<file path="config.mk">
export PLATFORM = sky130hd
export DESIGN_NAME = io_bridge
export DESIGN_NICKNAME = d
export VERILOG_FILES = /design/src/rtl/io_bridge_pkg.sv /design/src/rtl/io_bridge_sync_fifo.sv /design/src/rtl/io_bridge.sv
export SDC_FILE = /design/constraint.sdc
export NUM_CORES = 1
export LEC_CHECK = 0
export CORE_MARGIN = 8
export CORE_UTILIZATION = 45
export CTS_BUF_LIST = sky130_fd_sc_hd__clkbuf_8 sky130_fd_sc_hd__clkbuf_16
export DETAILED_ROUTE_END_ITERATION = 10
export GPL_TIMING_DRIVEN = 0
export PLACE_DENSITY = 0.68
export SLEW_MARGIN = 20
export SYNTH_ARGS = -nofsm -noshare
export SYNTH_HDL_FRONTEND = slang
export SYNTH_SLANG_ARGS = --single-unit
</file>
<file path="constraint.sdc">
create_clock -name clk -period 6.9 [get_ports clk]
set_input_delay 0.69 -clock clk [delete_from_list [all_inputs] [get_ports clk]]
set_output_delay 0.69 -clock clk [all_outputs]
set_load 0.01 [all_outputs]
</file>
<file path="src/rtl/io_bridge_pkg.sv">
// Shared constants for io_bridge: I/O window select bit, register word addresses,
// STATUS bit positions and the register decoder.
package io_bridge_pkg;

  localparam int IO_SEL_BIT = 11;

  localparam logic [11:0] IO_TXDATA = 12'h800;
  localparam logic [11:0] IO_STATUS = 12'h804;
  localparam logic [11:0] IO_CYCLES = 12'h808;
  localparam logic [11:0] IO_HALT   = 12'hFFC;

  localparam int STAT_EMPTY     = 0;
  localparam int STAT_FULL      = 1;
  localparam int STAT_OVERFLOW  = 2;
  localparam int STAT_COUNT_LSB = 8;

  typedef enum logic [2:0] {
    REG_NONE,
    REG_TXDATA,
    REG_STATUS,
    REG_CYCLES,
    REG_HALT
  } io_reg_e;

  // Takes the word address (address[11:2]); byte offset bits never matter.
  function automatic io_reg_e decode_reg(input logic [9:0] word_addr);
    io_reg_e sel;
    sel = REG_NONE;
    if (word_addr == IO_TXDATA[11:2]) sel = REG_TXDATA;
    if (word_addr == IO_STATUS[11:2]) sel = REG_STATUS;
    if (word_addr == IO_CYCLES[11:2]) sel = REG_CYCLES;
    if (word_addr == IO_HALT[11:2])   sel = REG_HALT;
    return sel;
  endfunction

endpackage

</file>
<file path="src/rtl/io_bridge_sync_fifo.sv">
// Synchronous FIFO with registered head output; a push while full is accepted only
// if a pop happens in the same cycle, otherwise it is dropped and flagged.
module sync_fifo #(
  parameter int DEPTH = 8,
  parameter int WIDTH = 32
) (
  input  logic                       clk,
  input  logic                       resetn,
  input  logic                       push,
  input  logic [WIDTH-1:0]           wdata,
  input  logic                       pop,
  output logic [WIDTH-1:0]           rdata,
  output logic                       full,
  output logic                       empty,
  output logic [$clog2(DEPTH):0]     count,
  output logic                       dropped
);

  localparam int PW = $clog2(DEPTH);
  localparam int CW = PW + 1;

  logic [WIDTH-1:0] mem_q [DEPTH];
  logic [PW-1:0]    wr_ptr_q, wr_ptr_d;
  logic [PW-1:0]    rd_ptr_q, rd_ptr_d;
  logic [CW-1:0]    count_q, count_d;
  logic             do_push, do_pop;

  always_comb begin
    full    = (count_q == CW'(DEPTH));
    empty   = (count_q == '0);
    do_pop  = pop && !empty;
    do_push = push && (!full || do_pop);
    dropped = push && full && !do_pop;

    wr_ptr_d = do_push ? wr_ptr_q + PW'(1) : wr_ptr_q;
    rd_ptr_d = do_pop  ? rd_ptr_q + PW'(1) : rd_ptr_q;
    count_d  = count_q + CW'(do_push) - CW'(do_pop);

    count = count_q;
    rdata = mem_q[rd_ptr_q];
  end

  always_ff @(posedge clk) begin
    if (!resetn) begin
      wr_ptr_q <= '0;
      rd_ptr_q <= '0;
      count_q  <= '0;
    end else begin
      wr_ptr_q <= wr_ptr_d;
      rd_ptr_q <= rd_ptr_d;
      count_q  <= count_d;
    end
  end

  // Storage needs no reset: a flushed FIFO never exposes stale entries.
  always_ff @(posedge clk) begin
    if (do_push) mem_q[wr_ptr_q] <= wdata;
  end

endmodule

</file>
<file path="src/rtl/io_bridge.sv">
// Memory-mapped I/O bridge: passes ordinary accesses to memory and serves the
// address[11] window (TX FIFO, STATUS, CYCLES, HALT). Optional: IO_BRIDGE_CYCLE_COUNTER_EN.
module io_bridge
  import io_bridge_pkg::*;
#(
  parameter int DEPTH = 8,
  parameter int AW    = 32
) (
  input  logic          clk,
  input  logic          resetn,
  input  logic [AW-1:0] address,
  input  logic [31:0]   data_out,
  input  logic          we,
  output logic [31:0]   data_in,
  output logic          mem_we,
  input  logic [31:0]   mem_rdata,
  output logic          tx_valid,
  output logic [31:0]   tx_data,
  input  logic          tx_ready,
  output logic          halt
);

  localparam int CW = $clog2(DEPTH) + 1;

  logic          io_sel;
  io_reg_e       reg_sel;
  logic          first_wr, push, pop, status_clr;
  logic          fifo_full, fifo_empty, fifo_dropped;
  logic [CW-1:0] fifo_count;
  logic [31:0]   status_word, cycles_val, io_rdata;

  logic          prev_we_q, prev_we_d;
  logic [AW-1:0] prev_addr_q, prev_addr_d;
  logic          overflow_q, overflow_d;
  logic          halt_q, halt_d;

  // A held write only acts on its first cycle, so a stalled core cannot multi-push.
  always_comb begin
    io_sel     = address[IO_SEL_BIT];
    reg_sel    = io_sel ? decode_reg(address[11:2]) : REG_NONE;
    first_wr   = we && !(prev_we_q && (prev_addr_q == address));
    push       = first_wr && (reg_sel == REG_TXDATA);
    status_clr = first_wr && (reg_sel == REG_STATUS);
    pop        = !fifo_empty && tx_ready;
  end

  sync_fifo #(
    .DEPTH (DEPTH),
    .WIDTH (32)
  ) u_fifo (
    .clk     (clk),
    .resetn  (resetn),
    .push    (push),
    .wdata   (data_out),
    .pop     (pop),
    .rdata   (tx_data),
    .full    (fifo_full),
    .empty   (fifo_empty),
    .count   (fifo_count),
    .dropped (fifo_dropped)
  );

`ifdef IO_BRIDGE_CYCLE_COUNTER_EN
  logic [31:0] cycles_q, cycles_d;

  always_comb begin
    cycles_d = cycles_q + 32'd1;
  end

  always_ff @(posedge clk) begin
    if (!resetn) cycles_q <= '0;
    else         cycles_q <= cycles_d;
  end

  assign cycles_val = cycles_q;
`else
  assign cycles_val = '0;
`endif

  always_comb begin
    status_word                           = '0;
    status_word[STAT_COUNT_LSB +: 8]      = 8'(fifo_count);
    status_word[STAT_OVERFLOW]            = overflow_q;
    status_word[STAT_FULL]                = fifo_full;
    status_word[STAT_EMPTY]               = fifo_empty;

    case (reg_sel)
      REG_STATUS: io_rdata = status_word;
      REG_CYCLES: io_rdata = cycles_val;
      default:    io_rdata = '0;
    endcase

    mem_we   = we && !io_sel;
    data_in  = io_sel ? io_rdata : mem_rdata;
    tx_valid = !fifo_empty;
    halt     = halt_q;
  end

  always_comb begin
    prev_we_d   = we;
    prev_addr_d = address;
    overflow_d  = overflow_q;
    if (status_clr)   overflow_d = 1'b0;
    if (fifo_dropped) overflow_d = 1'b1;
    halt_d = halt_q || (reg_sel == REG_HALT);
  end

  always_ff @(posedge clk) begin
    if (!resetn) begin
      prev_we_q   <= 1'b0;
      prev_addr_q <= '0;
      overflow_q  <= 1'b0;
      halt_q      <= 1'b0;
    end else begin
      prev_we_q   <= prev_we_d;
      prev_addr_q <= prev_addr_d;
      overflow_q  <= overflow_d;
      halt_q      <= halt_d;
    end
  end

endmodule

</file>
# Word level (Yosys, flattened, before mapping)
# Memory sizes are Yosys's and may differ from the RTL's. A register that Yosys moved wholly into a read port is not among the register bits.
# Index checks and enable logic that the tools add are counted.
# op_classes
n_addsub,4
n_eq_ne,9
n_mux,13
reduce_logical,19
# ops
cell,count
"equality test 10 bit, second input constant",4
equality test 32 bit,1
two-way mux 32 bit,1
two-way mux 3 bit,6
two-way mux 12 bit,1
logical AND 1 bit,10
"adder 3 x 1 -> 3 bit, second input constant",2
logical NOT 1 bit,5
two-way mux 1 bit,5
adder 4 x 1 -> 4 bit,1
"equality test 4 bit, second input constant",1
logical NOT 4 bit,1
subtractor 4 x 1 -> 4 bit,1
"equality test 3 x 1 -> 1 bit, second input constant",1
"equality test 3 x 2 -> 1 bit, second input constant",1
"equality test 3 bit, second input constant",1
logical OR 1 bit,2
nonzero test 2 bit,1
# totals
reg_bits,45
mem_bits_rw,256
memories,1
# memory_table
memory,words,word_bits,rd,rd_ports_with_merged_regs,write_ports,line,rtl
u_fifo.mem_q,8,32,1,1,1,io_bridge_sync_fifo.sv:22,logic [WIDTH-1:0] mem_q [DEPTH];

# Depth between registers and ports, before layout
# Gate-level depths: netlist (run 1).
# depth
depth_word,11
ltp_mapped,12

# Modules after synthesis
# Synthesis (run 1) repeated with hierarchy kept, for this count alone.
# unflattened
hier_cells,649
hier_area_um2,12358.1
# modules_own_cells
mod,n_inst,cells_each,area_per_inst_um2,seq_area_each_um2
sync_fifo,1,463,10636.5,7947.6
io_bridge,1,186,1721.7,700.7

# Worst setup path after synthesis (run 1)
# No wires, ideal clock.
# synth_timing
path_kind,input -> register
start,input address[10]
end,memory u_fifo.mem_q[4][0] (enable)
setup_time_ps,468
arrival_ps,3988
required_time_ps,6432
slack_ps,2444
path_stages,5
path_buffers,0
cell_sequence,nor4_1 > nand2_1 > nor3_1 > nand3b_1 > nor3b_1
# synth_between
elab_chain_len,11
# synth_lines
element,line,rtl
from (decl),io_bridge.sv:11,"input logic [AW-1:0] address,"
equality test 10 bit,io_bridge_pkg.sv:29,if (word_addr == IO_TXDATA[11:2]) sel = REG_TXDATA;
two-way mux 1 bit,io_bridge_pkg.sv:29,
two-way mux 3 bit,io_bridge_pkg.sv:30,if (word_addr == IO_STATUS[11:2]) sel = REG_STATUS;
two-way mux 3 bit,io_bridge_pkg.sv:31,if (word_addr == IO_CYCLES[11:2]) sel = REG_CYCLES;
two-way mux 3 bit,io_bridge_pkg.sv:32,if (word_addr == IO_HALT[11:2]) sel = REG_HALT;
two-way mux 3 bit,io_bridge.sv:40,reg_sel = io_sel ? decode_reg(address[11:2]) : REG_NONE;
equality test 3 x 1 -> 1 bit,io_bridge.sv:42,push = first_wr && (reg_sel == REG_TXDATA);
logical AND 1 bit (*),io_bridge.sv:42,
logical AND 1 bit (*),io_bridge_sync_fifo.sv:32,do_push = push && (!full || do_pop);
two-way mux 1 bit (*),io_bridge_sync_fifo.sv:57,if (do_push) mem_q[wr_ptr_q] <= wdata;
two-way mux 1 bit (implied by the code) (*),io_bridge_sync_fifo.sv:57,
to (decl),io_bridge_sync_fifo.sv:22,
# Every way passes the cells marked *; elsewhere a longest branch is shown, timed or not.

==> results of run 1 <==
-- layout make-up --
type / instances / area [sq um]
Clock buffer: 35 / 820
Timing Repair Buffer: 194 / 1940
Clock inverter: 21 / 195
Multi-Input combinational cell: 274 / 3120
Fill cell: 1968 / 10700
Buffer: 27 / 124
Inverter: 10 / 37.5
Tap cell: 335 / 419
Sequential cell: 304 / 8650
-- flip-flops by register name, summed over array words and instances, names as in the netlist, named ones only --
| signal | flops |
|---|---|
| halt | 1 |
| overflow_q | 1 |
| prev_addr_q | 32 |
| prev_we_q | 1 |
| u_fifo.count | 4 |
| u_fifo.mem_q | 256 |
| u_fifo.rd_ptr_q | 3 |
| u_fifo.wr_ptr_q | 3 |
-- power groups by stage --
stage / Clock, mW / Combinational, mW / Sequential (mW)
2_1_floorplan: 0 / 0.631 / 2.07
3_3_place_gp: 0 / 1.01 / 2.07
3_5_place_dp: 0 / 1.03 / 2.08
4_1_cts: 1.66 / 1.03 / 2.04
5_1_grt: 1.73 / 1.10 / 2.04
6_report: 1.64 / 1.01 / 2.04
-- path summary, 6_finish.rpt --
path	to	slack, ns	depth (start not counted)
worst max register to register	u_fifo.mem_q[0][24]$_DFFE_PP_	3.64	9
worst min-delay path	u_fifo.rd_ptr_q[1]$_SDFFE_PN0P_	0.49	2
worst max-delay path	tx_data[21]	2.97	5
worst min register to register	u_fifo.rd_ptr_q[1]$_SDFFE_PN0P_	0.49	2
-- cells in the mapped netlist (all sizes together) --
cell type  instances
mux2              32
nor2b             26
mux4              64
nor3               6
xnor2              3
buf                8
clkbuf            19
and2              41
ha                 8
dfxtp             48
nand4              3
a21o               1
a32o               2
or3                1
fa                 1
a31oi              1
nor4               9
nor3b              4
inv               10
and3               2
a21boi             3
a22o               5
nor2               5
edfxtp           256
o311ai             1
nand3              6
a21oi              1
o21a               4
nand2              9
nand2b             1
xor2              33
nand3b             2
-- cell families (layout without fill, tap and decap cells) --
group | Yosys count | after routing
simple gates | 115 | 115
flops | 304 | 304
fa+ha+maj | 9 | 9
buf+inv | 37 | 287
compound gates | 18 | 18
mux | 96 | 96
xor+xnor | 36 | 36
-- layer usage --
layer,GRT usage,part of all wire
met3,0.0387,0.063
met5,0,0.00050
met4,0.0379,0.017
met1,0.208,0.43
met2,0.279,0.49
-- worst max-delay path: cells and delay by family, from the launching register on --
kind     cells  cell delay [ns]
buf+inv      3             1.67
mux          2             0.71
flops        1             0.31
-- stage by stage --
stage	hold slack, ns	worst slack (ns)
3_5_place_dp	0.465	2.99
2_1_floorplan	0.451	2.44
3_3_place_gp	0.467	-0.782
4_1_cts	0.490	2.96
6_report	0.487	2.97
5_1_grt	0.527	2.87
==> flow_summary.ini, run 1 <==
[synthesis]
synth_top_area_frac = 0.647
ys_types = 34
synth_fp_nets = 724
ys_warn_count = 0
seq_area_frac_synth = 0.728
syn_area_sq_mm = 0.0119
synth_xor_area_frac = 0.0265
synthMuxAreaShare = 0.152
yosysTopAreaCell = edfxtp_1
avgSynthCellArea_sq_um = 19.3
synth_top_family_by_area = multiplexers
synth_adder_area_share = 0.0101
synth_area_leaders = edfxtp_1 65%, mux4_2 12%, dfxtp_1 8.1%
synth_compound_area_frac = 0.0127
ys_ff_latch = 304
syn_inst = 615
synth-simple-area-share = 0.0574

[floorplan]
rows = 59
ios = 167
fp.dieW_um = 178
dieHeight_um = 178
start_util = 0.457
design.die.area_sq_mm = 0.0319
core_area_sq_mm = 0.0260

[timing]
finalHoldViolations = 0
fmax_ghz = 0.254
worstMarginPinSlew_ns = 0.838
finClkSkew_ns = 0.0213
rsz0062_at_grt = false
period_needed_ns = 3.93
setup_violations = 0
fin_crit_sh = 0.570
maxSlewHeadroom = 0.439
final_max_slew_viol_count = 0
tns_ns = 0

[placement]
postPlaceCellArea_sq_mm = 0.0143
dpl.hpwl_mm = 18.1
io_buffers = 165
place_inst = 1144
gp_congestion = 0.816

[clocking]
cts_sinks = 304
cts_root_buffer = clkbuf_16
worstSkewPairLatency_ns = 0.55
ctsResizeCount = 0
cts_max_path_buffers = 3
h-tree-depth = 1
path_clk_slew_ns = 0.06
cts_tree = done
cts_buffers = 30
cts_hold_buf = 0
post_cts_buffers = 0

[setup_path]
crit_path_end_kind = output port
arrival_ns = 3.24
path_cells = clkbuf_1 > clkbuf_1 > mux4_2 > mux2_2 > clkdlybuf4s50_1
crit_top_cell = clkbuf_1
worstSetupStartpointType = register
required_ns = 6.21
crit_slowest_cell = clkbuf_1
slowest_delay_ns = 0.69
path_class = reg -> out
crit_fanout = 10
r2r-start = u_fifo.count[2]$_SDFF_PN0_

[global_route]
grt_max_degree = 18
grt_pass1_vias = 7076
grt.total_usage = 0.163
overflow = 0
antenna_found_initial = 1
grt_pass1_wl_mm = 39.9

[power_and_ir_drop]
ir_worst_vdd_v = 0.000187
p_comb_frac = 0.215
switching_power_mw = 1.13
p_total_mw = 4.68
pwr-share-seq = 0.435
switching_share = 0.241
power_density_mw_per_mm2 = 306
power.internal_mw = 3.55
pwr-share-clk = 0.350
power_leakage_nw = 5.07

[routing]
first_pass_iters = 4
drtAntennaViolNets = 0
wl_per_cell_um = 21.7
vias = 6394
wirelength_mm = 26.0
drt_iter0_markers = 297
drc = 0
via_per_inst = 5.33

[hold_path]
min_from = u_fifo.rd_ptr_q[1]$_SDFFE_PN0P_
worst_hold_path_type = reg -> reg

[finish]
area_delta_synth_final_pct = 28.8
final_cell_mix = 256 x edfxtp_1, 165 x clkdlybuf4s50_1, 64 x mux4_2
drive_gt1_frac = 0.224
fin_area_sq_mm = 0.0153
layout_commonest_cell = edfxtp_1
final_nets = 950
num_antenna_cells = 0
finalNonFillerCells = 1200
fin_util = 0.589

[outcome]
outcome = completed

[flow_run]
cap_viol_max_count = 0
Note: power is estimated with default switching activity, not from simulation.
==> run 2, diff against run 1 <==
Settings changed: PLACE_DENSITY 0.68 to 0.7.
Clock period 6.9 ns to 3.6 ns, I/O delays scaled along.
==> run 2 against run 1 <==
Utilization rose by 0.087 points. Non-clock buffer count fell by 7. Cell area rose by 0.15%. First-iteration DRC count fell by 4.0%. Clock power rose by 99%. Register-to-register slack got worse by 3.3 ns. Combinational power rose by 88%. Cell count fell by 0.58%. Critical endpoint is now tx_data[19].
==> flow_summary.ini, run 2 (synthesis gave the netlist of run 1 again) <==
[outcome]
outcome = completed

[routing]
vias = 6329
wirelength_mm = 26.4
drtAntennaViolNets = 0
first_pass_iters = 4
wl_per_cell_um = 22.1
drc = 0
via_per_inst = 5.31
drt_iter0_markers = 285

[finish]
largest_reg_flops = 256
area_delta_synth_final_pct = 29.0
multiInputGateArea_sq_mm = 0.00313
seq_area_sq_mm = 0.00865
layout_commonest_cell = edfxtp_1
finalNonFillerCells = 1193
fillers = 1957
fin_area_sq_mm = 0.0153
drive_gt1_frac = 0.219
fin_util = 0.590
final_nets = 943
top_register = u_fifo.mem_q
final_cell_mix = 256 x edfxtp_1, 165 x clkdlybuf4s50_1, 64 x mux4_2

[setup_path]
path_buf_inv = 3
crit_slowest_cell = clkbuf_1
worstSetupStartpointType = register
worst-path-stages = 5
crit_top_cell = clkbuf_1
required_ns = 3.24
reg2regPathDepth = 9
slowest_delay_ns = 0.55
crit_path_end_kind = output port
crit_fanout = 10
rrSetupSlack_ns = 0.33
path_cells = clkbuf_1 > clkbuf_1 > mux4_2 > mux2_2 > clkdlybuf4s50_1
cp_top_family = buffers and inverters
path_class = reg -> out
arrival_ns = 3.05

[timing]
tns_ns = 0
worstMarginPinSlew_ns = 0.830
period_needed_ns = 3.41
finalHoldViolations = 0
finClkSkew_ns = 0.0270
setup_violations = 0
final_max_slew_viol_count = 0
setup_ws_ns = 0.188
holdWs_ns = 0.235
fin_crit_sh = 0.948
rsz0062_at_grt = false
fmax_ghz = 0.293
maxSlewHeadroom = 0.445

[placement]
gp_congestion = 0.892
dpl.hpwl_mm = 18.6
preCtsSetupSlack_ns = -0.171
place_inst = 1136
postPlaceCellArea_sq_mm = 0.0143
io_buffers = 165

[floorplan]
ios = 167
start_util = 0.457
design.die.area_sq_mm = 0.0319
core_area_sq_mm = 0.0260
dieHeight_um = 178
fp.dieW_um = 178
rows = 59

[power_and_ir_drop]
ir_worst_vdd_v = 0.000422
power_leakage_nw = 5.07
p_total_mw = 9.10
power_density_mw_per_mm2 = 594

[global_route]
grt_pass1_vias = 7174
grt_pass1_wl_mm = 40.9
grt_max_degree = 21
antenna_found_initial = 0
overflow = 0
grt.total_usage = 0.168

[clocking]
worstSkewPairLatency_ns = 0.56
cts_buffers = 30
cts_sinks = 304
h-tree-depth = 1
cts_root_buffer = clkbuf_16
path_clk_slew_ns = 0.07
cts_tree = done
cts_hold_buf = 0
cts_max_path_buffers = 3

[flow_run]
cap_viol_max_count = 0

[hold_path]
worst_hold_path_type = in -> reg
hold_path_depth = 2
-- run 2: cell count changes in the layout (fill, tap and decap cells not counted), moves of 3 or more --
cell and delta:
clkbuf_2 +5, buf_4 -6, buf_6 -3, clkinv_2 -3
clkbuf_1 -6, bufinv_16 +3, clkbuf_8 -5, buf_8 +3
-- run 2: path summary, 6_finish.rpt --
| kind | from | endpoint |
|---|---|---|
| setup / recovery | register | tx_data[19] |
| hold / removal | resetn | u_fifo.wr_ptr_q[1]$_SDFFE_PN0P_ |
| setup reg to reg | u_fifo.count[2]$_SDFF_PN0_ | u_fifo.mem_q[1][26]$_DFFE_PP_ |
| hold reg to reg | halt$_SDFF_PN0_ | halt$_SDFF_PN0_ |
-- run 2: where the power goes --
| part | internal (mW) | leakage [nW] | switching (mW) |
|---|---|---|---|
| sequential | 3.87 | 2.70 | 0.0615 |
| clock | 1.98 | 0.524 | 1.29 |
| combinational | 1.09 | 1.85 | 0.805 |
| total | 6.95 | 5.07 | 2.15 |
-- run 2: layout make-up --
cell class	instances	area share
diodes	1	0.000163
plain buffers	26	0.00825
clock buffers	31	0.0506
clock inverters	24	0.0177
inverters	10	0.00245
multi-input cells	274	0.205
flip-flops and latches	304	0.564
well taps	335	0.0274
repair buffers	188	0.125
-- run 2: metal layers --
metal  vias to the layer above  share of wire  track usage
met5                         -              0            0
met4                         0          0.021       0.0451
met3                        38          0.071       0.0449
met2                       233           0.50        0.293
met1                      3203           0.41        0.203
li1                       2855              -            -
-- run 2: repair_timing --
item / 4_1_cts / 5_1_grt
pin swaps: 0 / 1
resized for setup: 1 / 8
endpoints found under the setup margin: 2 / 40
setup buffers: 0 / 2
